`src/rtl/counter_pkg.sv`:
```
// Shared constants and helpers for the parametrised binary counter family.
package counter_pkg;

  localparam int unsigned MAX_WIDTH = 32;

  localparam logic DIR_UP   = 1'b1;
  localparam logic DIR_DOWN = 1'b0;

  // Clamp a parallel-load value to the terminal count.
  function automatic logic [MAX_WIDTH-1:0] sat_load(
    input logic [MAX_WIDTH-1:0] value,
    input logic [MAX_WIDTH-1:0] max
  );
    return (value > max) ? max : value;
  endfunction

endpackage

```
`src/rtl/param_binary_counter_if.sv`:
```
// Control/status bundle of param_binary_counter; master drives controls, slave is the counter.
interface param_binary_counter_if #(
  parameter int unsigned WIDTH = 8
) ();

  logic             en;
  logic             up_dn;
  logic             clr;
  logic             load;
  logic [WIDTH-1:0] load_val;
  logic             ovf_clr;
  logic [WIDTH-1:0] count;
  logic             wrap;
  logic             ovf;

  modport master (
    output en, up_dn, clr, load, load_val, ovf_clr,
    input  count, wrap, ovf
  );

  modport slave (
    input  en, up_dn, clr, load, load_val, ovf_clr,
    output count, wrap, ovf
  );

endinterface

```
`src/rtl/counter_prescaler.sv`:
```
// Divides enabled cycles by PRESCALE; tick marks the last enabled cycle of each period.
module counter_prescaler #(
  parameter int unsigned PRESCALE = 4
) (
  input  logic clk,
  input  logic rst,
  input  logic en,
  input  logic restart,
  output logic tick
);

  localparam int unsigned PW = (PRESCALE > 1) ? $clog2(PRESCALE) : 1;

  logic [PW-1:0] pre_p0;

  assign tick = en && (pre_p0 == PW'(PRESCALE - 1));

  always_ff @(posedge clk or posedge rst) begin
    if (rst) begin
      pre_p0 <= '0;
    end else if (restart) begin
      pre_p0 <= '0;
    end else if (en) begin
      pre_p0 <= tick ? '0 : pre_p0 + PW'(1);
    end
  end

endmodule

```
`src/rtl/param_binary_counter.sv`:
```
// Up/down modulo-(MAX_VAL+1) counter with clear, saturating load, wrap pulse and sticky overflow.
// Define COUNTER_PRESCALE_EN to step the count only every PRESCALE enabled cycles.
module param_binary_counter
  import counter_pkg::*;
#(
  parameter int unsigned      WIDTH    = 8,
  parameter logic [WIDTH-1:0] MAX_VAL  = '1,
  parameter int unsigned      PRESCALE = 4
) (
  input logic                  clk,
  input logic                  rst,
  param_binary_counter_if.slave bus
);

  if (WIDTH < 2 || WIDTH > MAX_WIDTH) begin : g_bad_width
    $error("param_binary_counter: WIDTH out of range");
  end
  if (MAX_VAL == '0) begin : g_bad_max
    $error("param_binary_counter: MAX_VAL must be at least 1");
  end

  logic             step;
  logic [WIDTH-1:0] cnt_p0;
  logic             wrap_p0;
  logic             ovf_p0;
  logic [WIDTH-1:0] cnt_nxt;
  logic             wrap_nxt;
  logic [WIDTH-1:0] load_sat;

`ifdef COUNTER_PRESCALE_EN
  if (PRESCALE < 2) begin : g_bad_prescale
    $error("param_binary_counter: PRESCALE must be at least 2");
  end

  logic tick;

  counter_prescaler #(
    .PRESCALE (PRESCALE)
  ) u_prescaler (
    .clk     (clk),
    .rst     (rst),
    .en      (bus.en),
    .restart (bus.clr | bus.load),
    .tick    (tick)
  );

  assign step = tick;
`else
  // PRESCALE only matters when the prescaler is built in.
  localparam int unsigned unused_prescale = PRESCALE;

  assign step = bus.en;
`endif

  assign load_sat = WIDTH'(sat_load(MAX_WIDTH'(bus.load_val), MAX_WIDTH'(MAX_VAL)));

  always_comb begin
    cnt_nxt  = cnt_p0;
    wrap_nxt = 1'b0;
    if (bus.clr) begin
      cnt_nxt = '0;
    end else if (bus.load) begin
      cnt_nxt = load_sat;
    end else if (step) begin
      if (bus.up_dn == DIR_UP) begin
        if (cnt_p0 == MAX_VAL) begin
          cnt_nxt  = '0;
          wrap_nxt = 1'b1;
        end else begin
          cnt_nxt = cnt_p0 + WIDTH'(1);
        end
      end else begin
        if (cnt_p0 == '0) begin
          cnt_nxt  = MAX_VAL;
          wrap_nxt = 1'b1;
        end else begin
          cnt_nxt = cnt_p0 - WIDTH'(1);
        end
      end
    end
  end

  // Stage p0: registered count, wrap pulse and sticky overflow.
  always_ff @(posedge clk or posedge rst) begin
    if (rst) begin
      cnt_p0  <= '0;
      wrap_p0 <= 1'b0;
      ovf_p0  <= 1'b0;
    end else begin
      cnt_p0  <= cnt_nxt;
      wrap_p0 <= wrap_nxt;
      if (wrap_nxt) begin
        ovf_p0 <= 1'b1;
      end else if (bus.ovf_clr) begin
        ovf_p0 <= 1'b0;
      end
    end
  end

  assign bus.count = cnt_p0;
  assign bus.wrap  = wrap_p0;
  assign bus.ovf   = ovf_p0;

endmodule
```
`src/flat_wrapper.sv`:
```
// flat-port wrapper written by rule: the top's interface ports become plain ports
module param_binary_counter_flat import counter_pkg::*;
#(
  parameter int unsigned      WIDTH    = 8,
  parameter logic [WIDTH-1:0] MAX_VAL  = '1,
  parameter int unsigned      PRESCALE = 4
)
  (clk, rst, bus_en, bus_up_dn, bus_clr, bus_load, bus_load_val, bus_ovf_clr, bus_count, bus_wrap, bus_ovf);
  param_binary_counter_if #(.WIDTH(WIDTH)) bus_i ();
  input logic clk;
  input logic rst;
  input wire logic [$bits(bus_i.en)-1:0] bus_en;
  input wire logic [$bits(bus_i.up_dn)-1:0] bus_up_dn;
  input wire logic [$bits(bus_i.clr)-1:0] bus_clr;
  input wire logic [$bits(bus_i.load)-1:0] bus_load;
  input wire logic [$bits(bus_i.load_val)-1:0] bus_load_val;
  input wire logic [$bits(bus_i.ovf_clr)-1:0] bus_ovf_clr;
  output wire logic [$bits(bus_i.count)-1:0] bus_count;
  output wire logic [$bits(bus_i.wrap)-1:0] bus_wrap;
  output wire logic [$bits(bus_i.ovf)-1:0] bus_ovf;
  assign bus_i.en = bus_en;
  assign bus_i.up_dn = bus_up_dn;
  assign bus_i.clr = bus_clr;
  assign bus_i.load = bus_load;
  assign bus_i.load_val = bus_load_val;
  assign bus_i.ovf_clr = bus_ovf_clr;
  assign bus_count = bus_i.count;
  assign bus_wrap = bus_i.wrap;
  assign bus_ovf = bus_i.ovf;
  param_binary_counter #(.WIDTH(WIDTH), .MAX_VAL(MAX_VAL), .PRESCALE(PRESCALE)) u_core (.clk(clk), .rst(rst), .bus(bus_i));
endmodule
```
`config.mk`:
```
export PLATFORM = sky130hd
export DESIGN_NAME = param_binary_counter_flat
export DESIGN_NICKNAME = d
export VERILOG_FILES = /design/src/rtl/counter_pkg.sv /design/src/rtl/param_binary_counter_if.sv /design/src/rtl/counter_prescaler.sv /design/src/rtl/param_binary_counter.sv /design/src/flat_wrapper.sv
export SDC_FILE = /design/constraint.sdc
export NUM_CORES = 1
export LEC_CHECK = 0
export CAP_MARGIN = 40
export CORE_MARGIN = 2
export CORE_UTILIZATION = 50
export DETAILED_ROUTE_END_ITERATION = 6
export HOLD_SLACK_MARGIN = 0.03
export PLACE_DENSITY_LB_ADDON = 0.08
export SLEW_MARGIN = 15
export SYNTH_ARGS = -nofsm -noshare
export SYNTH_HDL_FRONTEND = slang
export SYNTH_SLANG_ARGS = --single-unit
```
`constraint.sdc`:
```
create_clock -name clk -period 3.3 [get_ports clk]
set_clock_uncertainty 0.15 [all_clocks]
set_input_delay 0.495 -clock clk [delete_from_list [all_inputs] [get_ports clk]]
set_output_delay 0.495 -clock clk [all_outputs]
set_load 0.01 [all_outputs]
```
==> impl_summary.log, run 1 <==
[metrics] number of global-route vias before repair: 825
[metrics] clock buffers created by TritonCTS: 3
[metrics] post-CTS setup-driven buffer insertion count: 0
[metrics] final total negative setup slack: 0 ns
[metrics] per-cell via count in the routed design: 6.12
[metrics] post-route DRC violation count: 0
[metrics] global-route wire length before repair: 3640 um
[metrics] share of the clock period used by the worst path: 72.0%
[metrics] share of cells above drive strength 1: 6.06%
[metrics] die outline area: 2110 um2
[metrics] Final Critical Period: 2.38 ns
[metrics] number of endpoints with negative hold slack in the final report: 0
[metrics] static leakage: 0.456 nW
[metrics] H-Tree Depth: 1
[metrics] Power Density: 338 nW/um2
[metrics] utilization after layout: 67.6%
[metrics] initial core utilization: 52.1%
[metrics] Setup WS post-layout: 0.923 ns
[metrics] Worst Max-Slew Pin Slew: 0.496 ns
[metrics] grt ovf: 0
[metrics] Top FF cell, synth: sky130_fd_sc_hd__dfrtp_1
[metrics] floorplan row count: 15
[metrics] number of slew-limit violations in the final report: 0
[metrics] Skew-Pair Late Insertion Delay: 0.27 ns
[metrics] DR pass1 iterations: 4
[metrics] Overall Global Routing Usage: 23.9%
[metrics] diodes inserted: 0
[metrics] top cells by area, synth: sky130_fd_sc_hd__dfrtp_1, sky130_fd_sc_hd__a21oi_1, sky130_fd_sc_hd__ha_1, sky130_fd_sc_hd__inv_1, sky130_fd_sc_hd__nor2_1
[metrics] highest cell delay on the worst timing path: 0.47 ns
[metrics] Critical-path top delay cell: sky130_fd_sc_hd__dfrtp_1
[metrics] clock-pin slew on the worst setup and hold paths: 0.07 ns
[metrics] critical path required time: 3.32 ns
[metrics] number of gates resized after CTS: 0
[metrics] filler cell count: 144
[metrics] max-cap check violation count: 0
[metrics] largest net degree at the start of global routing: 16
[metrics] vias after detailed routing: 912
[metrics] TritonCTS clock tree: done
[metrics] total number of nets in the final design: 151
[metrics] DRT antenna net count: 0
[metrics] DP Area: 1100 um2
[metrics] number of I/O pins: 25
[metrics] net count after synthesis: 129
[metrics] share of flip-flops with an asynchronous set or reset: 100%
[metrics] sequential cell area fraction in the yosys report: 28.4%
[metrics] library cell used as clock root buffer: sky130_fd_sc_hd__clkbuf_4
[metrics] Avg Synthesized Cell Area: 7.94 um2
[metrics] worst-case clock buffer depth: 2
[metrics] Max-Slew Margin vs Limit: 66.9%
[metrics] setup violation total in the final timing report: 0
[metrics] kind of capture point of the worst setup path: flop
[metrics] Setup Slack @ Placement: 0.871 ns
[metrics] Horiz. Die Dim: 46.0 um
[metrics] achievable frequency: 421 MHz
[metrics] largest vdd supply drop: 249 uV
[metrics] layout overhead on the synthesized area: 29.5%
[metrics] Core Region: 1690 um2
[metrics] First DRT Iteration DRCs: 47
[metrics] classification of the worst-slack hold path: in2async
[metrics] routability-driven placement congestion ratio: 0.945
[metrics] DP Wirelength: 1670 um
[metrics] outcome: complete, no violations
[metrics] WL final: 2230 um
[metrics] startpoint class of the critical path: flop
[metrics] post-synthesis cell type with the largest combined area: sky130_fd_sc_hd__dfrtp_1
[metrics] Arrival @ worst endpoint: 2.40 ns
[metrics] Syn. warnings: 0
[metrics] critical path start-end classification: reg2reg
[metrics] netlist area before placement: 881 um2
[metrics] Synth cell types: 41
[metrics] area occupied by registers: 250 um2
[metrics] cells along the critical path: inv_1 -> ha_1 -> nor3b_1 -> a21oi_1 -> a221o_1 -> a221oi_1
[metrics] fraction of synthesized cell area taken by the top area cell type: 28.4%
[metrics] Synth Register Bits: 10
[metrics] total area of multi-input combinational cells: 559 um2
[metrics] maximum fanout along the worst path: 8
[metrics] count of port buffers added during placement: 24
[metrics] clock sinks: 10
[metrics] initial antenna violation count: 0
[metrics] number of enable flip-flop cells after synthesis: 0
[metrics] gate count after technology mapping: 111
[metrics] area of all placed cells without fillers: 1140 um2
[metrics] quantity of hold-fixing buffers added after cts: 0
[metrics] routed length per instance: 15.0 um
[metrics] y dimension of the die: 46.0 um
[metrics] setup repair after global routing missed its margin: false
-- critical path: cells and delay by family (launching register included) --
kind                     cells  cell delay, ns
AO/OA/AOI/OAI                3            0.85
flip-flops                   1            0.47
buffers and inverters        1            0.18
adder cells (fa/ha/maj)      1            0.19
AND/OR/NAND/NOR              1            0.44
-- sequential cells by signal (all words and copies together), names as in the netlist --
signal	flops
u_core.bus.ovf	1
u_core.bus.wrap	1
u_core.bus.count	8
-- synthesized netlist by cell type, types with 4 or more instances --
master	count
sky130_fd_sc_hd__nand2_1	7
sky130_fd_sc_hd__a21oi_1	11
sky130_fd_sc_hd__nor2_1	9
sky130_fd_sc_hd__inv_1	9
sky130_fd_sc_hd__o21ai_0	6
sky130_fd_sc_hd__dfrtp_1	10
sky130_fd_sc_hd__nand3_1	4
-- metal layers --
metal | vias to the layer above | track usage, % | share of wire [%]
met5 | - | 0 | 0
met4 | 0 | 6.29 | 0.63
met3 | 2 | 6.75 | 7.2
met2 | 40 | 36.7 | 48
met1 | 419 | 32.7 | 45
li1 | 451 | - | -
-- where the power goes --
part           internal [mW]  switching [mW]  total (mW)
registers              0.130          0.0210       0.151
logic                 0.0651          0.0572       0.122
clock network         0.0671          0.0448       0.112
-- cells in the final DEF, fill, tap and decap left out, drive strengths merged, types with 4 or more instances in the layout --
cell | Yosys | routed
clkdlybuf4s50 | 0 | 24
o21ai | 6 | 6
clkbuf | 3 | 4
nand3 | 4 | 4
dfrtp | 10 | 10
nand2 | 7 | 7
a21oi | 11 | 11
nor2 | 9 | 9
inv | 9 | 9
-- area by class of cell --
class                      count  share of cell area (%)
clock buffer                   4                    3.18
inverter                       9                    2.96
multi-input combinational     85                    49.0
timing repair buffer          24                    21.1
tap                           17                    1.86
sequential                    10                    21.9
-- worst paths after layout --
kind,slack [ns],from,cells past startpoint,endpoint
setup / recovery,0.92,u_core.bus.count[0],6,u_core.bus.count[4]
hold reg to reg,0.39,u_core.bus.ovf,2,u_core.bus.ovf
min in group clk,0.39,u_core.bus.ovf,2,u_core.bus.ovf
hold / removal,0.36,rst,2,u_core.bus.count[1]
max in group asynchronous,2.35,rst,2,u_core.bus.count[0]
setup reg to reg,0.92,u_core.bus.count[0],6,u_core.bus.count[4]
-- kinds of logic after synthesis --
family	Yosys count	synth area share [%]
mux	3	3.41
simple gates	42	26.4
flops	10	28.4
buf+inv	16	8.10
fa+ha+maj	3	4.26
xor+xnor	4	3.98
compound gates	33	25.4
-- per-stage QoR --
stage                     hold slack [ns]  total power, mW  instances
after floorplan                     0.185            0.225        111
after global placement              0.373            0.273        145
after detailed placement            0.394            0.274        145
after CTS                           0.362            0.388        149
after global routing                0.380            0.407        149
final                               0.357            0.385        149
Power figures use the tool's default switching activity.
==> run 2: changes to the inputs <==
- CORE_UTILIZATION: 50 -> 47
- clock period: 3.3 -> 2.45 ns (I/O delays scaled with it)
==> run 2 against run 1 <==
  * Final area up 4.8%
  * Worst setup slack worse by 0.59 ns
  * Critical path depth unchanged
  * Sequential power up 32%
  * Die area up 5.8%
  * Highest routed layer unchanged
  * Combinational power up 48%
  * Utilization up 0.97 points
  * Final cell count up 9.4%
  * Wire length up 8.5%
  * Non-clock buffer count up 6
  * Hold slack worse by 0.14 ns
==> impl_summary.log, run 2 (synthesis gave the netlist of run 1 again) <==
[metrics] y dimension of the die: 47.3 um (+2.9%)
[metrics] Overall Global Routing Usage: 25.5% (+1.6 points)
[metrics] share of cells above drive strength 1: 10.1% (+4.1 points)
[metrics] DRT antenna net count: 0 (unchanged)
[metrics] Setup Slack @ Placement: 0.362 ns (-0.510 ns)
[metrics] grt ovf: 0 (unchanged)
[metrics] vias after detailed routing: 967 (+6.0%)
[metrics] max-cap check violation count: 0 (unchanged)
[metrics] area occupied by registers: 250 um2 (unchanged)
[metrics] total number of nets in the final design: 157 (+4.0%)
[metrics] largest net degree at the start of global routing: 14 (-2)
[metrics] library cell used as clock root buffer: sky130_fd_sc_hd__clkbuf_4
[metrics] depth of the worst register-to-register path: 6 (unchanged)
[metrics] Max-Slew Margin vs Limit: 70.1% (+3.3 points)
[metrics] WL final: 2420 um (+8.5%)
[metrics] number of endpoints with negative hold slack in the final report: 0 (unchanged)
[metrics] Setup WS post-layout: 0.337 ns (-0.587 ns)
[metrics] number of I/O pins: 25 (unchanged)
[metrics] largest vdd supply drop: 329 uV (+32%)
[metrics] number of gates resized after CTS: 0 (unchanged)
[metrics] Core Region: 1750 um2 (+3.3%)
[metrics] floorplan row count: 15 (unchanged)
[metrics] initial antenna violation count: 0 (unchanged)
[metrics] post-CTS setup-driven buffer insertion count: 0 (unchanged)
[metrics] share of the clock period used by the worst path: 86.3% (+14 points)
[metrics] number of slew-limit violations in the final report: 0 (unchanged)
[metrics] critical path required time: 2.47 ns (-0.85 ns)
[metrics] most common library cell in the layout ignoring fill and taps: sky130_fd_sc_hd__clkdlybuf4s50_1
[metrics] initial core utilization: 50.5% (-1.7 points)
[metrics] final total negative setup slack: 0 ns (unchanged)
[metrics] outcome: complete, no violations
[metrics] classification of the worst-slack hold path: in2async
[metrics] routed length per instance: 14.9 um (-0.86%)
[metrics] most frequent cells in the layout: sky130_fd_sc_hd__clkdlybuf4s50_1, sky130_fd_sc_hd__a21oi_1, sky130_fd_sc_hd__dfrtp_1
[metrics] setup repair after global routing missed its margin: false
[metrics] total area of multi-input combinational cells: 559 um2 (unchanged)
[metrics] post-route DRC violation count: 0 (unchanged)
[metrics] DR pass1 iterations: 4 (unchanged)
[metrics] global-route wire length before repair: 4040 um (+11%)
[metrics] endpoint of the worst-slack reg-to-reg timing path: u_core.bus.count[4]
[metrics] maximum fanout along the worst path: 4 (-4)
[metrics] die outline area: 2240 um2 (+5.8%)
[metrics] static leakage: 0.485 nW (+6.5%)
[metrics] number of non-filler instances in the completed layout: 163 (+9.4%)
[metrics] number of flip-flops in the largest register: 8 (unchanged)
[metrics] kind of capture point of the worst setup path: flop
[metrics] cell total after placement: 159 (+9.7%)
[metrics] filler cell count: 158 (+9.7%)
[metrics] Skew-Pair Late Insertion Delay: 0.27 ns (about the same)
[metrics] TritonCTS clock tree: done
[metrics] quantity of hold-fixing buffers added after cts: 0 (unchanged)
[metrics] Worst Max-Slew Pin Slew: 0.447 ns (-0.0490 ns)
[metrics] layout overhead on the synthesized area: 35.8%
[metrics] critical path start-end classification: reg2reg
[metrics] clock sinks: 10 (unchanged)
[metrics] number of global-route vias before repair: 888 (+7.6%)
[metrics] diodes inserted: 0 (unchanged)
[metrics] RR Startpoint: u_core.bus.count[0]
[metrics] worst-case clock buffer depth: 2 (unchanged)
[metrics] Final Critical Period: 2.11 ns (-0.263 ns)
[metrics] R2R Setup Slk: 0.34 ns (-0.59 ns)
[metrics] total power: 0.531 mW (+38%)
[metrics] H-Tree Depth: 1 (unchanged)
[metrics] worst slack on hold paths: 0.219 ns (-0.138 ns)
[metrics] clock-pin slew on the worst setup and hold paths: 0.07 ns (about the same)
[metrics] achievable frequency: 473 MHz (+12%)
[metrics] routability-driven placement congestion ratio: 0.930 (-1.6%)
[metrics] setup violation total in the final timing report: 0 (unchanged)
[metrics] Arrival @ worst endpoint: 2.13 ns (-0.27 ns)
[metrics] per-cell via count in the routed design: 5.93 (-3.1%)
[metrics] DP Wirelength: 1880 um (+13%)
[metrics] clock buffers created by TritonCTS: 3 (unchanged)
[metrics] Power Density: 444 nW/um2 (+31%)
[metrics] Horiz. Die Dim: 47.3 um (+2.9%)
[metrics] count of port buffers added during placement: 24 (unchanged)
[metrics] startpoint class of the critical path: flop
[metrics] First DRT Iteration DRCs: 31 (-34%)
==> run 2: per-layer routing <==
metal  track usage (%)  part of all wire [%]  vias up
met5                 0                     0        -
met4              6.11                   1.8        0
met3              6.92                   7.3        6
met2              42.7                    49       45
met1              32.6                    42      454
li1                  -                     -      462
==> run 2: metrics by stage <==
stage / instance area, um2 / util [%]
3_5_place_dp: 1160 / 66.5
2_1_floorplan: 881 / -
6_report: 1200 / 68.5
4_1_cts: 1200 / 68.5
5_1_grt: 1200 / 68.5
3_3_place_gp: 1160 / 66.5
==> run 2: critical path: stages, from the launching register on <==
cell	delay, ns
sky130_fd_sc_hd__dfrtp_1	0.37
sky130_fd_sc_hd__inv_1	0.11
sky130_fd_sc_hd__ha_1	0.18
sky130_fd_sc_hd__nor3b_1	0.40
sky130_fd_sc_hd__a21oi_1	0.18
sky130_fd_sc_hd__a221o_1	0.35
sky130_fd_sc_hd__a221oi_1	0.26
==> run 2: final cells by class <==
cell class / count / area share, %
clock buffer: 4 / 3.03
inverter: 9 / 2.82
multi-input combinational: 85 / 46.8
sequential: 10 / 20.9
tap: 25 / 2.62
timing repair buffer: 30 / 23.8
==> run 2: power by group <==
part	switching (mW)	internal [mW]
logic	0.0839	0.0957
clock network	0.0620	0.0904
registers	0.0232	0.176
total	0.169	0.362
==> run 2: worst max-delay path by stage <==
| stage | startpoint | end | depth (start not counted) |
|---|---|---|---|
| after global routing | u_core.bus.count[0] | u_core.bus.count[4] | 6 |
| after CTS | u_core.bus.count[0] | u_core.bus.count[4] | 6 |
| after floorplan | u_core.bus.count[0] | u_core.bus.count[4] | 6 |
| after global placement | bus_up_dn | u_core.bus.count[7] | 5 |
| final | u_core.bus.count[0] | u_core.bus.count[4] | 6 |
| after detailed placement | u_core.bus.count[0] | u_core.bus.count[4] | 6 |
